===== src/rtl/line_arbiter_if.sv =====
// Bundle of the I-cache, D-cache and L2 line ports around line_arbiter.
// slave is the arbiter's view; master is the surrounding caches and L2.
interface line_arbiter_if;
  logic         i_read;
  logic [15:0]  i_address;
  logic [127:0] i_rdata;
  logic         i_resp;

  logic         d_read;
  logic         d_write;
  logic [15:0]  d_address;
  logic [127:0] d_wdata;
  logic [127:0] d_rdata;
  logic         d_resp;

  logic         l2_read;
  logic         l2_write;
  logic [15:0]  l2_address;
  logic [127:0] l2_wdata;
  logic [127:0] l2_rdata;
  logic         l2_resp;

  modport slave (
    input  i_read,
    input  i_address,
    output i_rdata,
    output i_resp,
    input  d_read,
    input  d_write,
    input  d_address,
    input  d_wdata,
    output d_rdata,
    output d_resp,
    output l2_read,
    output l2_write,
    output l2_address,
    output l2_wdata,
    input  l2_rdata,
    input  l2_resp
  );

  modport master (
    output i_read,
    output i_address,
    input  i_rdata,
    input  i_resp,
    output d_read,
    output d_write,
    output d_address,
    output d_wdata,
    input  d_rdata,
    input  d_resp,
    input  l2_read,
    input  l2_write,
    input  l2_address,
    input  l2_wdata,
    output l2_rdata,
    output l2_resp
  );
endinterface


===== src/rtl/line_arbiter.sv =====
// Round-robin arbiter sharing one L2 line port between I-cache and D-cache.
// One transaction at a time; requests are sampled only in IDLE.
module line_arbiter (
  input  logic          clk,
  input  logic          reset,
  line_arbiter_if.slave bus
);

  typedef enum logic [1:0] {
    IDLE,
    SERVE_I,
    SERVE_D,
    RESP
  } state_t;

  state_t         state;
  state_t         state_nx;
  logic           last_grant;
  logic           last_grant_nx;
  logic           op_write;
  logic           op_write_nx;
  logic [15:0]    addr_q;
  logic [15:0]    addr_nx;
  logic [127:0]   wdata_q;
  logic [127:0]   wdata_nx;
  logic [127:0]   line_q;
  logic [127:0]   line_nx;

  logic           i_req;
  logic           d_req;
  logic           grant_any;
  logic           grant_d;

  assign i_req = bus.i_read;
  assign d_req = bus.d_read | bus.d_write;

  // Tie goes to the side opposite the last grant (1 = D).
  always_comb begin
    grant_any = 1'b0;
    grant_d   = 1'b0;
    unique case (1'b1)
      (i_req & d_req): begin
        grant_any = 1'b1;
        grant_d   = ~last_grant;
      end
      (i_req & ~d_req): begin
        grant_any = 1'b1;
        grant_d   = 1'b0;
      end
      (~i_req & d_req): begin
        grant_any = 1'b1;
        grant_d   = 1'b1;
      end
      default: begin
        grant_any = 1'b0;
        grant_d   = 1'b0;
      end
    endcase
  end

  always_comb begin
    state_nx      = state;
    last_grant_nx = last_grant;
    op_write_nx   = op_write;
    addr_nx       = addr_q;
    wdata_nx      = wdata_q;
    line_nx       = line_q;
    unique case (state)
      IDLE: begin
        if (grant_any) begin
          state_nx      = grant_d ? SERVE_D : SERVE_I;
          last_grant_nx = grant_d;
          // Read+write together is a write; I side never writes.
          op_write_nx   = grant_d & bus.d_write;
          addr_nx       = grant_d ? bus.d_address
                                  : bus.i_address;
          if (grant_d && bus.d_write) begin
            wdata_nx = bus.d_wdata;
          end
        end
      end
      SERVE_I, SERVE_D: begin
        if (bus.l2_resp) begin
          line_nx  = bus.l2_rdata;
          state_nx = RESP;
        end
      end
      RESP: begin
        state_nx = IDLE;
      end
      default: begin
        state_nx = IDLE;
      end
    endcase
  end

  always_ff @(posedge clk) begin
    if (reset) begin
      state      <= IDLE;
      last_grant <= 1'b1;
      op_write   <= 1'b0;
      addr_q     <= '0;
      wdata_q    <= '0;
      line_q     <= '0;
    end else begin
      state      <= state_nx;
      last_grant <= last_grant_nx;
      op_write   <= op_write_nx;
      addr_q     <= addr_nx;
      wdata_q    <= wdata_nx;
      line_q     <= line_nx;
    end
  end

  assign bus.l2_read    = (state == SERVE_I) |
                          ((state == SERVE_D) & ~op_write);
  assign bus.l2_write   = (state == SERVE_D) & op_write;
  assign bus.l2_address = addr_q;
  assign bus.l2_wdata   = wdata_q;

  assign bus.i_rdata = line_q;
  assign bus.d_rdata = line_q;
  assign bus.i_resp  = (state == RESP) & ~last_grant;
  assign bus.d_resp  = (state == RESP) & last_grant;

endmodule


===== src/flat_wrapper.sv =====
// flat-port wrapper written by rule: the top's interface ports become plain ports
module line_arbiter_flat 
  (clk, reset, bus_i_read, bus_i_address, bus_i_rdata, bus_i_resp, bus_d_read, bus_d_write, bus_d_address, bus_d_wdata, bus_d_rdata, bus_d_resp, bus_l2_read, bus_l2_write, bus_l2_address, bus_l2_wdata, bus_l2_rdata, bus_l2_resp);
  line_arbiter_if bus_i ();
  input  logic clk;
  input  logic reset;
  input wire logic [$bits(bus_i.i_read)-1:0] bus_i_read;
  input wire logic [$bits(bus_i.i_address)-1:0] bus_i_address;
  output wire logic [$bits(bus_i.i_rdata)-1:0] bus_i_rdata;
  output wire logic [$bits(bus_i.i_resp)-1:0] bus_i_resp;
  input wire logic [$bits(bus_i.d_read)-1:0] bus_d_read;
  input wire logic [$bits(bus_i.d_write)-1:0] bus_d_write;
  input wire logic [$bits(bus_i.d_address)-1:0] bus_d_address;
  input wire logic [$bits(bus_i.d_wdata)-1:0] bus_d_wdata;
  output wire logic [$bits(bus_i.d_rdata)-1:0] bus_d_rdata;
  output wire logic [$bits(bus_i.d_resp)-1:0] bus_d_resp;
  output wire logic [$bits(bus_i.l2_read)-1:0] bus_l2_read;
  output wire logic [$bits(bus_i.l2_write)-1:0] bus_l2_write;
  output wire logic [$bits(bus_i.l2_address)-1:0] bus_l2_address;
  output wire logic [$bits(bus_i.l2_wdata)-1:0] bus_l2_wdata;
  input wire logic [$bits(bus_i.l2_rdata)-1:0] bus_l2_rdata;
  input wire logic [$bits(bus_i.l2_resp)-1:0] bus_l2_resp;
  assign bus_i.i_read = bus_i_read;
  assign bus_i.i_address = bus_i_address;
  assign bus_i_rdata = bus_i.i_rdata;
  assign bus_i_resp = bus_i.i_resp;
  assign bus_i.d_read = bus_d_read;
  assign bus_i.d_write = bus_d_write;
  assign bus_i.d_address = bus_d_address;
  assign bus_i.d_wdata = bus_d_wdata;
  assign bus_d_rdata = bus_i.d_rdata;
  assign bus_d_resp = bus_i.d_resp;
  assign bus_l2_read = bus_i.l2_read;
  assign bus_l2_write = bus_i.l2_write;
  assign bus_l2_address = bus_i.l2_address;
  assign bus_l2_wdata = bus_i.l2_wdata;
  assign bus_i.l2_rdata = bus_l2_rdata;
  assign bus_i.l2_resp = bus_l2_resp;
  line_arbiter u_core (.clk(clk), .reset(reset), .bus(bus_i));
endmodule

===== config.mk =====
export PLATFORM = sky130hd
export DESIGN_NAME = line_arbiter_flat
export DESIGN_NICKNAME = d
export VERILOG_FILES = /design/src/rtl/line_arbiter_if.sv /design/src/rtl/line_arbiter.sv /design/src/flat_wrapper.sv
export SDC_FILE = /design/constraint.sdc
export NUM_CORES = 1
export LEC_CHECK = 0
export BUFFER_PORTS_ARGS = -buffer_cell sky130_fd_sc_hd__buf_2
export CAP_MARGIN = 20
export CORE_AREA = 2 2 272 274
export CTS_CLUSTER_DIAMETER = 200
export DETAILED_ROUTE_END_ITERATION = 7
export DIE_AREA = 0 0 274 276
export GPL_TIMING_DRIVEN = 0
export SLEW_MARGIN = 0
export SYNTH_ARGS = -nofsm -noshare
export SYNTH_HDL_FRONTEND = slang
export SYNTH_SLANG_ARGS = --single-unit

===== constraint.sdc =====
create_clock -name clk -period 2.7 [get_ports clk]
set_clock_uncertainty 0.1 [all_clocks]
set_input_delay 0.27 -clock clk [delete_from_list [all_inputs] [get_ports clk]]
set_output_delay 0.27 -clock clk [all_outputs]
set_load 0.02 [all_outputs]

==> results.md, run 1 <==
- Adder-Cell Fraction of Synth Area: 0.00445
- Critical path fanouts, max: 10
- Total number of vias: 13800
- Combinational Power Share: 0.408
- Final WL: 58600 um
- Min-delay worst type: primary input to flip-flop
- Sw frac: 0.399
- Synth unique cells: 29
- WL/cell: 17.3 um
- Max-Cap Viols: 0
- Synthesized flop and latch total: 276
- Clock share of power: 0.286
- Layout cells sized above 1: 0.394
- # hold bufs at CTS: 288
- Initial antenna violation count: 11
- Clock buffer depth: 3
- Multiplexer share of the synthesized area: 0.0142
- Unrepaired setup endpoints after global routing: false
- Data required, critical path: 3.05 ns
- Status: complete, no violations
- Setup CP Type: flip-flop to flip-flop
- DIE WIDTH: 274 um
- # nets final: 2692
- Power per standard cell area: 894 nW/um^2
- Minimum clock period: 2.55 ns
- Drt first pass iters: 5
- Site Rows: 99
- Ys flop type: dfxtp_1
- Synth Instances: 1374
- Worst path cell trace: inv_1 -> ha_1 -> nand2_1 -> buf_2 -> buf_1 -> nand2_1 -> a21oi_1
- Final HPWL DP: 44000 um
- VDD IR max: 0.000656 V
- CP endpoint kind: flip-flop
- Final total negative setup slack: 0 ns
- Int Power: 0.0108 W
- GRT busiest layer: met2
- Max-slew headroom: 0.279
- Initial Util: 0.155
- Clk slew on worst S/H paths: 0.06 ns
- Die area: 75600 um^2
- Clock Tree Root: clkbuf_16
- Simple logic cell fraction of the synthesized area: 0.149
- Number of flops mapped to enable cells by yosys: 0
- H-tree lvl count: 2
- Syn avg cell area: 8.19 um^2
- WHS: 0.0434 ns
- Sequential share of the synthesized area: 0.491
- I/O Buffers: 696
- Num CTS Buffers: 34
- CTS tree: built
- Clock Latency Late Sink: 0.53 ns
- Largest delay share family, worst path: buffers and inverters
- Fraction of registers with async set/reset: 0
- XOR/XNOR share of the synthesized area: 0
- Buffers & Inverters on Critical Path: 3
- Flop pwr share: 0.306
- Synth Warn #: 0
- Final Max Slew Viols: 0
- Crit path launch type: flip-flop
- Slowest CP cell: buf_1
- Dpl ws: 0.0656 ns
- P_leak: 9.45 nW
- Routing usage on met2: 0.263
- Die H: 276 um
- Clock sink count: 276
- Mapped Area: 11300 um^2
- Post-route setup slack: 0.154 ns
- Psw: 0.00717 W
- Final number of setup-violating endpoints: 0
- 1st-iter DRT viols: 736
- Global routing usage on met1: 0.162
- Mapped Nets: 1672
- Vias per std cell: 4.07
- DRC Markers: 0
- Vias in the first global route: 13500
- Antenna Nets Post-Route: 0
- Core ar.: 72600 um^2
- Routing usage on met3: 0.0334
- CP max stage delay: 0.79 ns
- Hold Violations, Final: 0
- Postcts setup bufs: 0
- First-pass GRT wire length: 83300 um
- Gpl congestion: 0.860
- I/O Pins: 698
- Main combinational cell family by area after synthesis: compound AO/OA/AOI/OAI gates
- Worst-margin pin slew: 1.08 ns
- Post-CTS sizing: 0
- Arrival time of the worst setup path: 2.90 ns
- Area Overhead vs Synth: 78.4%
- Peak Freq: 393 MHz
- Remaining Overflow, GRT: 0
- Synth Area in Compound Gates: 0.195
- GRT Overall Usage: 0.146
- Largest net degree at the start of global routing: 15
- Most common cell on crit path: nand2_1
- Crit share post-route: 0.943
## logic make-up (layout without fill, tap and decap cells)
logic type	after synthesis	count (layout)
other	0	6
AO/OA/AOI/OAI	428	428
multiplexers	16	16
AND/OR/NAND/NOR	396	396
adder cells (fa/ha/maj)	4	4
flip-flops	276	276
buffers and inverters	254	1298
## area by class of cell
class                           instances  area (um^2)
Antenna cell                            6         15.0
Multi-Input combinational cell        844         4080
Sequential cell                       276         5530
Timing Repair Buffer                  984         6370
Clock buffer                           45          963
Tap cell                              959         1200
Inverter                                7         26.3
Fill cell                            7768        52500
Clock inverter                         15          274
Buffer                                247         1630
## worst reg2reg max path: cells and delay by family, from the launching register on
family / cells / cell delay [ns]
AO/OA/AOI/OAI: 1 / 0.18
adder cells (fa/ha/maj): 1 / 0.33
buffers and inverters: 3 / 1.25
flip-flops: 1 / 0.38
AND/OR/NAND/NOR: 2 / 0.22
## synthesized netlist by cell type (2+ instances only)
| library cell | n | area, um^2 |
|---|---|---|
| nand3_1 | 128 | 641 |
| o21ai_0 | 106 | 531 |
| and2_1 | 4 | 25.0 |
| and2_4 | 2 | 17.5 |
| buf_4 | 142 | 1070 |
| nand2_1 | 260 | 976 |
| mux2i_1 | 16 | 160 |
| buf_2 | 39 | 195 |
| inv_1 | 7 | 26.3 |
| o21ai_1 | 38 | 190 |
| buf_1 | 8 | 30.0 |
| buf_6 | 14 | 158 |
| a21oi_1 | 275 | 1380 |
| ha_1 | 4 | 50.1 |
| dfxtp_1 | 276 | 5530 |
| clkbuf_1 | 42 | 158 |
## layout by cell type (no fill, tap or decap), types with 2 or more instances in the layout
master	n
buf_6	14
inv_6	2
o21ai_0	106
a21oi_1	275
inv_1	7
and2_4	2
diode_2	6
ha_1	4
buf_4	142
mux2i_1	16
dlygate4sd3_1	288
buf_2	735
clkinv_4	2
buf_1	8
nand2_1	260
clkbuf_16	35
bufinv_16	7
dfxtp_1	276
clkbuf_1	47
o21ai_1	38
nand3_1	128
and2_1	4
clkinv_2	2
clkbuf_8	5
## final timing paths
path	start	endpoint	slack, ns	depth (start not counted)
worst max register to register	u_core.state[0]	u_core.bus.d_rdata[125]	0.15	7
worst min register to register	u_core.bus.d_rdata[113]	u_core.bus.d_rdata[113]	0.36	2
worst max-delay path	u_core.state[0]	u_core.bus.d_rdata[125]	0.15	7
worst min-delay path	bus_l2_resp	u_core.state[0]	0.04	3
## power by group through the flow
stage	combinational (W)	sequential, W	clock (W)
CTS	0.00732	0.00549	0.00526
detailed placement	0.00692	0.00557	0
floorplan	0.00342	0.00635	0
global placement	0.00692	0.00555	0
global route	0.00790	0.00558	0.00543
finish	0.00733	0.00550	0.00513
## layer usage
| layer | vias up | share of wire |
|---|---|---|
| met4 | 4 | 0.043 |
| met2 | 676 | 0.49 |
| met3 | 128 | 0.072 |
| li1 | 6579 | - |
| met1 | 6394 | 0.39 |
| met5 | - | 0.00046 |
## metrics by stage
step	total power, W	util	area [um^2]	cells
after detailed placement	0.0125	0.220	15900	3029
after CTS	0.0181	0.276	20100	3377
after floorplan	0.00977	-	11300	1374
after global routing	0.0189	0.276	20100	3379
after global placement	0.0125	0.220	15900	3029
final	0.0180	0.277	20100	3383
## registers in the layout (all words and copies together) (netlist names)
name / count
u_core.bus.d_rdata: 128
u_core.bus.l2_wdata: 128
u_core.bus.l2_address: 16
u_core.state: 2
u_core.last_grant: 1
u_core.op_write: 1
Note: power is estimated with default switching activity, not from simulation.
==> run 2, diff against run 1 <==
--- a/config.mk
+++ b/config.mk
@@ -12,6 +12,7 @@
 export DETAILED_ROUTE_END_ITERATION = 7
 export DIE_AREA = 0 0 274 276
 export GPL_TIMING_DRIVEN = 0
+export RECOVER_POWER = 25
 export SLEW_MARGIN = 0
 export SYNTH_ARGS = -nofsm -noshare
 export SYNTH_HDL_FRONTEND = slang
==> results.md, run 2 (synthesized netlist as in run 1, its figures left out) <==
- Hold wc startpoint: bus_l2_resp
- GRT Overall Usage: 0.146
- CTS tree: built
- Layout Cells excl Fill: 3382
- Drt first pass iters: 5
- Gpl congestion: 0.860
- Site Rows: 99
- Die H: 276 um
- Worst hold endpoint: u_core.state[0]
- Antenna Nets Post-Route: 0
- Unrepaired setup endpoints after global routing: false
- Initial antenna violation count: 11
- Final number of setup-violating endpoints: 0
- I/O Pins: 698
- FF-to-FF Start: u_core.state[0]
- Max-slew headroom: 0.275
- Crit share post-route: 0.946
- Most frequent cells in the layout: 565 x buf_2, 288 x dlygate4sd3_1, 276 x dfxtp_1, 275 x a21oi_1, 260 x nand2_1
- Crit path launch type: flip-flop
- Min-delay worst type: primary input to flip-flop
- 1st-iter DRT viols: 655
- Placed cells: 3029
- VDD IR max: 0.000646 V
- Vias in the first global route: 13500
- DIE WIDTH: 274 um
- WL/cell: 17.3 um
- Post-CTS sizing: 0
- Initial Util: 0.155
- Remaining Overflow, GRT: 0
- Status: complete, no violations
- Num CTS Buffers: 34
- DRC Markers: 0
- Vias per std cell: 4.06
- Total number of vias: 13700
- Die area: 75600 um^2
- # nets final: 2692
- Power per standard cell area: 898 nW/um^2
- Clock buffer depth: 3
- Clock Latency Late Sink: 0.53 ns
- Final WL: 58500 um
- Postcts setup bufs: 0
- Layout cells sized above 1: 0.324
- H-tree lvl count: 2
- Reg2reg path depth: 7
- Largest net degree at the start of global routing: 15
- Data required, critical path: 3.05 ns
- Most common cell after layout, fill and taps aside: buf_2
- P_leak: 8.75 nW
- Worst R2R Setup Slack: 0.15 ns
- # hold bufs at CTS: 288
- I/O Buffers: 696
- Worst r2r dst: u_core.bus.d_rdata[125]
- Max-Cap Viols: 0
- Area Overhead vs Synth: 76.5%
- Peak Freq: 392 MHz
- Critical path fanouts, max: 10
- Final total negative setup slack: 0 ns
- Setup CP Type: flip-flop to flip-flop
- WHS: 0.0437 ns
- Hold Violations, Final: 0
- Final Max Slew Viols: 0
- Arrival time of the worst setup path: 2.91 ns
- Minimum clock period: 2.55 ns
- Final HPWL DP: 44000 um
- Tot Pwr: 0.0178 W
- Core Util, Final: 0.274
- Hold path depth: 3
- Worst-margin pin slew: 1.09 ns
- First-pass GRT wire length: 83300 um
- Core ar.: 72600 um^2
- CP endpoint kind: flip-flop
- Clock sink count: 276
- Clock Tree Root: clkbuf_16
- Clk slew on worst S/H paths: 0.06 ns
==> run 2: area by class of cell <==
| cell class | instances | area (um^2) |
|---|---|---|
| tap | 959 | 1200 |
| fill | 7866 | 52700 |
| clock buffer | 45 | 963 |
| buffer | 247 | 1630 |
| sequential | 276 | 5530 |
| inverter | 7 | 26.3 |
| multi-input combinational | 844 | 4080 |
| timing repair buffer | 984 | 6150 |
| antenna | 5 | 12.5 |
| clock inverter | 15 | 274 |
==> run 2: metal layers <==
layer / GRT usage / routed length (um)
met1: 0.162 / 22800
met2: 0.263 / 28900
met5: 0 / 27
met3: 0.0334 / 4290
met4: 0.0638 / 2550
==> run 2: worst max-delay path by stage <==
stage | start | end | slack (ns) | cells past startpoint
finish | u_core.state[0] | u_core.bus.d_rdata[125] | 0.15 | 7
global route | u_core.state[0] | u_core.bus.d_rdata[125] | 0.06 | 7
CTS | u_core.state[0] | u_core.bus.d_rdata[125] | 0.14 | 7
detailed placement | reset | u_core.bus.d_rdata[125] | 0.07 | 4
global placement | reset | u_core.bus.l2_wdata[44] | 0.11 | 4
floorplan | u_core.state[0] | u_core.bus.d_rdata[71] | 1.10 | 7
==> run 2: stage by stage <==
stage	area (um^2)	setup WS [ns]
global placement	15900	0.108
global route	19800	0.0632
floorplan	11300	1.10
detailed placement	15900	0.0656
CTS	20100	0.140
finish	19900	0.147
==> run 2: worst max-delay path: stages (launching register included) <==
cell     delay, ns
dfxtp_1       0.38
inv_1         0.08
ha_1          0.33
nand2_1       0.08
buf_2         0.35
buf_1         0.80
nand2_1       0.12
a21oi_1       0.18
==> run 2: report_power, final <==
group / total, W / leakage (nW) / switching (W) / internal, W
logic: 0.00720 / 5.89 / 0.00463 / 0.00258
registers: 0.00551 / 2.25 / 0.000628 / 0.00488
clock network: 0.00513 / 0.603 / 0.00193 / 0.00320
==> run 3, diff against run 2 <==
--- a/config.mk
+++ b/config.mk
@@ -13,6 +13,7 @@
 export DIE_AREA = 0 0 274 276
 export GPL_TIMING_DRIVEN = 0
 export RECOVER_POWER = 25
+export SETUP_SLACK_MARGIN = 0.4
 export SLEW_MARGIN = 0
 export SYNTH_ARGS = -nofsm -noshare
 export SYNTH_HDL_FRONTEND = slang
==> results.md, run 3 (synthesized netlist as in run 1, its figures left out) <==
- Status: complete, no violations
- P_leak: 8.78 nW
- H-tree lvl count: 2
- Final number of setup-violating endpoints: 0
- Clock Latency Late Sink: 0.53 ns
- Final Max Slew Viols: 0
- Flop pwr share: 0.309
- Initial antenna violation count: 11
- Max-Cap Viols: 0
- Vias in the first global route: 13500
- Core Util, Final: 0.274
- CTS tree: built
- Combinational Power Share: 0.404
- Placed cells: 3029
- Arrival time of the worst setup path: 2.54 ns
- Clock Tree Root: clkbuf_16
- WHS: 0.0434 ns
- Peak Freq: 459 MHz
- Max-slew headroom: 0.320
- DIE WIDTH: 274 um
- Hold Violations, Final: 0
- Crit share post-route: 0.807
- Vias per std cell: 4.07
- Postcts setup bufs: 0
- Drt first pass iters: 5
- Minimum clock period: 2.18 ns
- Unrepaired setup endpoints after global routing: false
- Worst path cell trace: nand2_1 -> clkbuf_1 -> buf_2 -> nand3_1 -> a21oi_1
- GRT Overall Usage: 0.145
- Power per standard cell area: 899 nW/um^2
- Slowest CP cell: clkbuf_1
- Area Overhead vs Synth: 76.6%
- Clock buffer depth: 3
- I/O Buffers: 696
- Antenna Nets Post-Route: 0
- Sw frac: 0.402
- Min-delay worst type: primary input to flip-flop
- 1st-iter DRT viols: 703
- Most common cell after layout, fill and taps aside: buf_2
- WL/cell: 17.3 um
- Core ar.: 72600 um^2
- Initial Util: 0.155
- VDD IR max: 0.000646 V
- Worst-margin pin slew: 1.02 ns
- Final total negative setup slack: 0 ns
- CP endpoint kind: flip-flop
- Psw: 0.00718 W
- Setup CP Type: flip-flop to flip-flop
- DRC Markers: 0
- I/O Pins: 698
- Final WL: 58500 um
- Clock sink count: 276
- Int Power: 0.0107 W
- Critical path fanouts, max: 10
- Remaining Overflow, GRT: 0
- Data required, critical path: 3.06 ns
- Layout Cells excl Fill: 3381
- Most frequent cells in the layout: 565 x buf_2, 288 x dlygate4sd3_1, 276 x dfxtp_1, 275 x a21oi_1, 260 x nand2_1
- # nets final: 2691
- Die area: 75600 um^2
- First-pass GRT wire length: 83200 um
- Clk slew on worst S/H paths: 0.06 ns
- Site Rows: 99
- Total number of vias: 13800
- Die H: 276 um
- Layout cells sized above 1: 0.328
- Num CTS Buffers: 34
- Final HPWL DP: 44000 um
- Largest net degree at the start of global routing: 20
- Crit path launch type: flip-flop
- CP max stage delay: 0.75 ns
- Clock share of power: 0.287
- Gpl congestion: 0.860
run 3: layout make-up:
cell class	instances	area (um^2)
fillers	7868	52700
clock buffers	45	963
clock inverters	15	274
plain buffers	246	1640
diodes	5	12.5
well taps	959	1200
multi-input cells	844	4080
flip-flops and latches	276	5530
repair buffers	984	6150
inverters	7	26.3
run 3: stage by stage:
| stage | power (W) | area (um^2) | setup slack [ns] |
|---|---|---|---|
| after global routing | 0.0188 | 19900 | 0.406 |
| after floorplan | 0.00977 | 11300 | 1.10 |
| after global placement | 0.0125 | 15900 | 0.108 |
| final | 0.0179 | 19900 | 0.521 |
| after detailed placement | 0.0125 | 15900 | 0.0656 |
| after CTS | 0.0181 | 20100 | 0.386 |
run 3: worst max-delay path, delay by kind of cell, from the launching register on:
kind                   cells  cell delay, ns
DFF                        1            0.38
AOI/OAI and AO/OA          1            0.18
and+or+nand+nor            2            0.26
buffers and inverters      2            1.17
run 3: power groups by stage:
| stage | clock network, W | logic, W | registers [W] |
|---|---|---|---|
| 3_3_place_gp | 0 | 0.00692 | 0.00555 |
| 4_1_cts | 0.00526 | 0.00732 | 0.00549 |
| 2_1_floorplan | 0 | 0.00342 | 0.00635 |
| 5_1_grt | 0.00543 | 0.00778 | 0.00560 |
| 3_5_place_dp | 0 | 0.00692 | 0.00557 |
| 6_report | 0.00513 | 0.00721 | 0.00551 |
run 3: worst paths after layout:
path | from | end | slack (ns) | cells after the start
setup / recovery | u_core.last_grant | u_core.bus.l2_wdata[52] | 0.52 | 5
hold / removal | bus_l2_resp | u_core.state[0] | 0.04 | 3
setup reg to reg | u_core.last_grant | u_core.bus.l2_wdata[52] | 0.52 | 5
hold reg to reg | u_core.bus.d_rdata[113] | u_core.bus.d_rdata[113] | 0.37 | 2
run 3: timing repair:
item	in CTS	in global routing
resized for setup	5	18
endpoints found under the hold margin	272	0
hold buffers	288	0
setup endpoints to repair	30	66
run 3: metal layers:
metal  part of all wire  wire, um  track usage
met1               0.39     22700        0.161
met2               0.49     28900        0.262
met3              0.074      4310       0.0334
met4              0.044      2550       0.0638
met5            0.00046        27            0
